**src/rtl/push_pull_fifo_bridge_pkg.sv**
```systemverilog
// Shared types for the push/pull FIFO bridge: the per-channel pull handshake states.
package push_pull_fifo_bridge_pkg;

    typedef enum logic [1:0] {
        PULL_IDLE = 2'd0,
        PULL_WAIT = 2'd1,
        PULL_ACK  = 2'd2
    } pull_state_e;

endpackage

```
**src/rtl/push_pull_fifo_bridge_chan.sv**
```systemverilog
// One bridge channel: flop-based FIFO filled by a valid/ready push side and
// drained by a req/ack pull FSM with optional zero-latency acknowledge.
module push_pull_fifo_bridge_chan
    import push_pull_fifo_bridge_pkg::*;
#(
    parameter int DataWidth      = 32,
    parameter int Depth          = 4,
    parameter bit ZeroLatencyAck = 1'b0
) (
    input  logic                         clk_i,
    input  logic                         rst_ni,
    input  logic                         flush_i,
    input  logic                         push_valid_i,
    output logic                         push_ready_o,
    input  logic [DataWidth-1:0]         push_data_i,
    input  logic                         pull_req_i,
    output logic                         pull_ack_o,
    output logic [DataWidth-1:0]         pull_data_o,
    output logic [$clog2(Depth+1)-1:0]   depth_o,
    output logic                         err_o
);

    localparam int PtrW = (Depth > 1) ? $clog2(Depth) : 1;
    localparam int CntW = $clog2(Depth + 1);
    localparam logic [PtrW-1:0] LastPtr = PtrW'(Depth - 1);

    logic [DataWidth-1:0] mem_q [Depth];
    logic [PtrW-1:0]      wr_ptr_q;
    logic [PtrW-1:0]      rd_ptr_q;
    logic [CntW-1:0]      count_q;
    pull_state_e          state_q;
    pull_state_e          state_d;
    logic                 err_q;
    logic                 err_set;
    logic                 full;
    logic                 empty;
    logic                 push_fire;
    logic                 pop;

    // Pointers wrap at Depth explicitly so non-power-of-two depths work.
    function automatic logic [PtrW-1:0] ptr_inc(input logic [PtrW-1:0] ptr);
        return (ptr == LastPtr) ? '0 : ptr + 1'b1;
    endfunction

    assign full         = (count_q == CntW'(Depth));
    assign empty        = (count_q == '0);
    assign push_ready_o = !full && !flush_i;
    assign push_fire    = push_valid_i && push_ready_o;

    always_comb begin
        state_d = state_q;
        err_set = 1'b0;
        pop     = 1'b0;
        if (ZeroLatencyAck) begin
            pop = pull_req_i && !empty && !flush_i;
            case (state_q)
                PULL_WAIT: begin
                    if (!pull_req_i) begin
                        state_d = PULL_IDLE;
                        err_set = 1'b1;
                    end else if (!empty) begin
                        state_d = PULL_IDLE;
                    end
                end
                default: state_d = (pull_req_i && empty) ? PULL_WAIT : PULL_IDLE;
            endcase
        end else begin
            case (state_q)
                PULL_IDLE: begin
                    if (pull_req_i) state_d = empty ? PULL_WAIT : PULL_ACK;
                end
                PULL_WAIT: begin
                    if (!pull_req_i) begin
                        state_d = PULL_IDLE;
                        err_set = 1'b1;
                    end else if (!empty) begin
                        state_d = PULL_ACK;
                    end
                end
                PULL_ACK: begin
                    // A request dropped mid-ack is flagged but the ack still completes.
                    pop     = !flush_i;
                    state_d = PULL_IDLE;
                    err_set = !pull_req_i;
                end
                default: state_d = PULL_IDLE;
            endcase
        end
        if (flush_i) state_d = PULL_IDLE;
    end

    assign pull_ack_o  = pop;
    assign pull_data_o = pop ? mem_q[rd_ptr_q] : '0;
    assign depth_o     = count_q;
    assign err_o       = err_q;

    always_ff @(posedge clk_i or negedge rst_ni) begin
        if (!rst_ni) begin
            wr_ptr_q <= '0;
            rd_ptr_q <= '0;
            count_q  <= '0;
            state_q  <= PULL_IDLE;
            err_q    <= 1'b0;
        end else begin
            state_q <= state_d;
            if (err_set) err_q <= 1'b1;
            if (flush_i) begin
                wr_ptr_q <= '0;
                rd_ptr_q <= '0;
                count_q  <= '0;
            end else begin
                if (push_fire) wr_ptr_q <= ptr_inc(wr_ptr_q);
                if (pop)       rd_ptr_q <= ptr_inc(rd_ptr_q);
                case ({push_fire, pop})
                    2'b10:   count_q <= count_q + 1'b1;
                    2'b01:   count_q <= count_q - 1'b1;
                    default: count_q <= count_q;
                endcase
            end
        end
    end

    // Storage is data only; validity is tracked by the reset pointers/count.
    always_ff @(posedge clk_i) begin
        if (push_fire) mem_q[wr_ptr_q] <= push_data_i;
    end

endmodule

```
**src/rtl/push_pull_fifo_bridge.sv**
```systemverilog
// Multi-channel push/pull bridge: NumChan fully independent FIFO channels.
module push_pull_fifo_bridge
    import push_pull_fifo_bridge_pkg::*;
#(
    parameter int DataWidth      = 32,
    parameter int NumChan        = 2,
    parameter int Depth          = 4,
    parameter bit ZeroLatencyAck = 1'b0
) (
    input  logic                                       clk_i,
    input  logic                                       rst_ni,
    input  logic                                       flush_i,
    input  logic [NumChan-1:0]                         push_valid_i,
    output logic [NumChan-1:0]                         push_ready_o,
    input  logic [NumChan-1:0][DataWidth-1:0]          push_data_i,
    input  logic [NumChan-1:0]                         pull_req_i,
    output logic [NumChan-1:0]                         pull_ack_o,
    output logic [NumChan-1:0][DataWidth-1:0]          pull_data_o,
    output logic [NumChan-1:0][$clog2(Depth+1)-1:0]    depth_o,
    output logic [NumChan-1:0]                         err_o
);

    for (genvar c = 0; c < NumChan; c++) begin : g_chan
        push_pull_fifo_bridge_chan #(
            .DataWidth      (DataWidth),
            .Depth          (Depth),
            .ZeroLatencyAck (ZeroLatencyAck)
        ) u_chan (
            .clk_i        (clk_i),
            .rst_ni       (rst_ni),
            .flush_i      (flush_i),
            .push_valid_i (push_valid_i[c]),
            .push_ready_o (push_ready_o[c]),
            .push_data_i  (push_data_i[c]),
            .pull_req_i   (pull_req_i[c]),
            .pull_ack_o   (pull_ack_o[c]),
            .pull_data_o  (pull_data_o[c]),
            .depth_o      (depth_o[c]),
            .err_o        (err_o[c])
        );
    end

endmodule

```
**config.mk**
```make
export PLATFORM = sky130hd
export DESIGN_NAME = push_pull_fifo_bridge
export DESIGN_NICKNAME = d
export VERILOG_FILES = /design/src/rtl/push_pull_fifo_bridge_pkg.sv /design/src/rtl/push_pull_fifo_bridge_chan.sv /design/src/rtl/push_pull_fifo_bridge.sv
export SDC_FILE = /design/constraint.sdc
export NUM_CORES = 1
export LEC_CHECK = 0
export ABC_AREA = 1
export BUFFER_PORTS_ARGS = -buffer_cell sky130_fd_sc_hd__buf_2
export CAP_MARGIN = 20
export CORE_UTILIZATION = 60
export CTS_CLUSTER_SIZE = 12
export DETAILED_ROUTE_END_ITERATION = 10
export GPL_ROUTABILITY_DRIVEN = 0
export GPL_TIMING_DRIVEN = 0
export PLACE_DENSITY = 0.82
export SLEW_MARGIN = 20
export SYNTH_ARGS = -nofsm -noshare
export SYNTH_HDL_FRONTEND = slang
export SYNTH_SLANG_ARGS = --single-unit
export TNS_END_PERCENT = 30
```
**constraint.sdc**
```tcl
create_clock -name clk_i -period 5.85 [get_ports clk_i]
set_input_delay 0.2925 -clock clk_i [delete_from_list [all_inputs] [get_ports clk_i]]
set_output_delay 0.2925 -clock clk_i [all_outputs]
set_load 0.05 [all_outputs]
```
==> run metrics <==
outcome=completed; worst min-delay path startpoint=push_data_i[17]; leak pwr=roughly 0.0054 uW; first-pass GRT wire length=42810 um; Tot GR Track Use=28.53%; Post-synth ARST share=7.246%; Ant. Diodes=0; pwr dens=347.1 nW/um^2; post-synthesis sequential area ratio=roughly 72%; DIE AREA=19490 um^2; sw frac=28.36%; RSZ-0062 raised after global routing=no; die height=139.6 um; Cell Int Power=3501 uW; P_sw=approximately 1400 uW; Layout area overhead=23.96%; Ys Warns=0; H-Tree Level Count=1; Setup WS pre-CTS=3.675 ns; DP Wirelength=16260 um; Slew HR=a little under three fifths; CTS tree=done; IO Count=147; most instantiated cells after synthesis=273 x nor2_1, 256 x edfxtp_1, 86 x o21ai_1, 71 x a21oi_1, 52 x o21ai_0; # rows=49; antenna viol nets, final=0; Max Root-Sink Buffers=3; Hold Vio Cnt, Final=0; share of cells above drive strength 1=between 20 and 25%; antenna violations before repair=0; crit path to=pull_data_o[42]; DRC=0; worst r2r src=g_chan[1].u_chan.state_q[0]; drt first pass iters=5; worst path required time=5.56 ns; I/O Buffers=145; Overflow after GRT=0; setup TNS=0 ns; Worst-path clk slew=roughly 0.06 ns; post-CTS setup buffers=0; Post-synth top flop=edfxtp_1; Crit Path Class=reg -> out; worst reg2reg endpoint=g_chan[1].u_chan.depth_o[2]; Post-CTS Resized=0; clock skew=0.01371 ns; largest net degree at the start of global routing=26; sequential power share=48.2%; max-slew violation count=0; unique cell type count in the Yosys netlist=32; worst reg2reg setup slack=approximately 3.7 ns; fin nets=between 1000 and 1500; Die Width=139.6 um; Clock Power Share=32.6%; Worst setup EP type=output pin; combinational power share=roughly a fifth; initial drt markers=712; Setup Viol. Count Final=0; routed vias=about 8200; mapped cell area=approximately 11000 um^2; CTS buffer count=28; syn avg cell area=12.24 um^2; FILL cells=1043; worst hold path type=in -> reg; fin crit period=about 2.8 ns; number of synthesized register bits=276; Final period util=47.30%; total power=4887 uW; Initial Util=62.17%; Max Cap Viol=0; Max Freq=0.3614 GHz; worst skew pair latency=0.53 ns; Vias/cell=5.766; worst setup margin=3.083 ns; Root Buffer=clkbuf_16; Syn Inst Count=928; crit-path max FO=10; CP startpoint=g_chan[1].u_chan.state_q[0]; # clock sinks=about 280; count leader, synth=nor2_1; largest cells by area after synthesis=edfxtp_1 68%, nor2_1 9.0%, dfrtp_1 4.4%; cts hold-fix bufs=between 60 and 70; Hold WS=0.02024 ns; R2R cell count=12; WL per Instance=19.52 um; final core occ=~77%; Max rail drop VDD=0.3222 mV; syn nets=1015; WP data arrival=2.47 ns; top-area cell type share of the netlist area=67.68%; vias in the first global route=8362; Slew @ Worst Pin=0.6394 ns; final WL=27710 um; core area=18270 um^2; top cell type by total area after synthesis=edfxtp_1; Critical Path Source Type=register; EDFF count, synth=~260
[cells by family (layout without fill, tap and decap cells)]
family                     Yosys count  in the layout  share of synthesized area, %
adders and majority gates           16             16                         1.895
buffers and inverters               88            351                         4.373
xor gates and xnor gates             2              2                        0.1542
and+or+nand+nor                    330            330                         11.71
DFF                                276            276                         72.09
AOI/OAI and AO/OA                  216            216                         9.782
[through the flow]
step | area [um^2] | std cells
5_1_grt | 14080 | 1420
6_report | 14080 | 1420
4_1_cts | 14080 | 1420
3_3_place_gp | 12370 | 1302
2_1_floorplan | 11360 | 928
3_5_place_dp | 12640 | 1310
[layout make-up]
cell class | instances | area [um^2] | area share (%)
Multi-Input combinational cell | 564 | 2734 | 19.42
Buffer | 56 | 369.1 | 2.622
Clock inverter | 4 | 21.27 | 0.1511
Sequential cell | 276 | 8188 | 58.15
Inverter | 32 | 127.6 | 0.9064
Tap cell | 229 | 286.5 | 2.035
Clock buffer | 42 | 774.5 | 5.501
Timing Repair Buffer | 217 | 1579 | 11.21
[how the worst min path moves through the flow]
stage / to / cells after the start / slack [ns]
floorplan: g_chan[0].u_chan.depth_o[0] / 0 / -0.003
CTS: g_chan[0].u_chan.mem_q[0][17] / 1 / 0.008
finish: g_chan[0].u_chan.mem_q[0][17] / 1 / 0.02
detailed placement: g_chan[1].u_chan.err_o / 1 / 0.28
global placement: g_chan[0].u_chan.depth_o[1] / 1 / 0.27
global route: g_chan[0].u_chan.mem_q[0][17] / 1 / 0.006
[power by group through the flow]
| stage | registers (uW) | clock network (uW) | logic, uW |
|---|---|---|---|
| floorplan | 2400 | 0 | 583 |
| global placement | 2400 | 0 | 809 |
| detailed placement | 2390 | 0 | 881 |
| CTS | 2350 | 1590 | 921 |
| global route | 2370 | 1680 | 1010 |
| finish | 2360 | 1600 | 935 |
[layout by cell type, fill, tap and decap left out, types with 2 or more instances in the layout]
master         count
clkinv_1           2
a21oi_1           71
ha_1              14
nand4_1            2
nand3b_1           3
buf_2            168
buf_4              8
nand2_2            4
inv_2              5
xor2_1             2
clkbuf_1          18
nor2_1           265
buf_16             7
clkbuf_16         29
fa_1               2
nand3_1            8
edfxtp_1         256
nand3_4            2
nand2_1           33
o21ai_0           52
o21ai_1           86
buf_6             12
clkbuf_2           8
dfrtp_1           20
o21bai_1           2
nor2_4            10
a21oi_2            2
dlygate4sd3_1     64
inv_1             26
[critical path: stages, from the launching register on]
cell,delay [ns]
dfrtp_1,0.39
inv_1,0.11
ha_1,0.23
inv_1,0.13
nor2_4,0.16
inv_1,0.17
buf_2,0.24
a21oi_1,0.21
buf_2,0.30
[registers in the layout (all words and copies together), names as in the netlist]
| name | cells |
|---|---|
| g_chan.u_chan.rd_ptr_q | 4 |
| g_chan.u_chan.mem_q | 256 |
| g_chan.u_chan.wr_ptr_q | 4 |
| g_chan.u_chan.depth_o | 6 |
| g_chan.u_chan.err_o | 2 |
| g_chan.u_chan.state_q | 4 |
[layer usage]
layer | up-vias | track usage, % | routed length (um)
met5 | - | 0 | 0
met4 | 0 | 10.82 | 699
met3 | 70 | 4.026 | 2215
met2 | 451 | 51.55 | 14640
met1 | 3936 | 34.92 | 10160
li1 | 3731 | - | -
(Power assumes the default switching activity.)
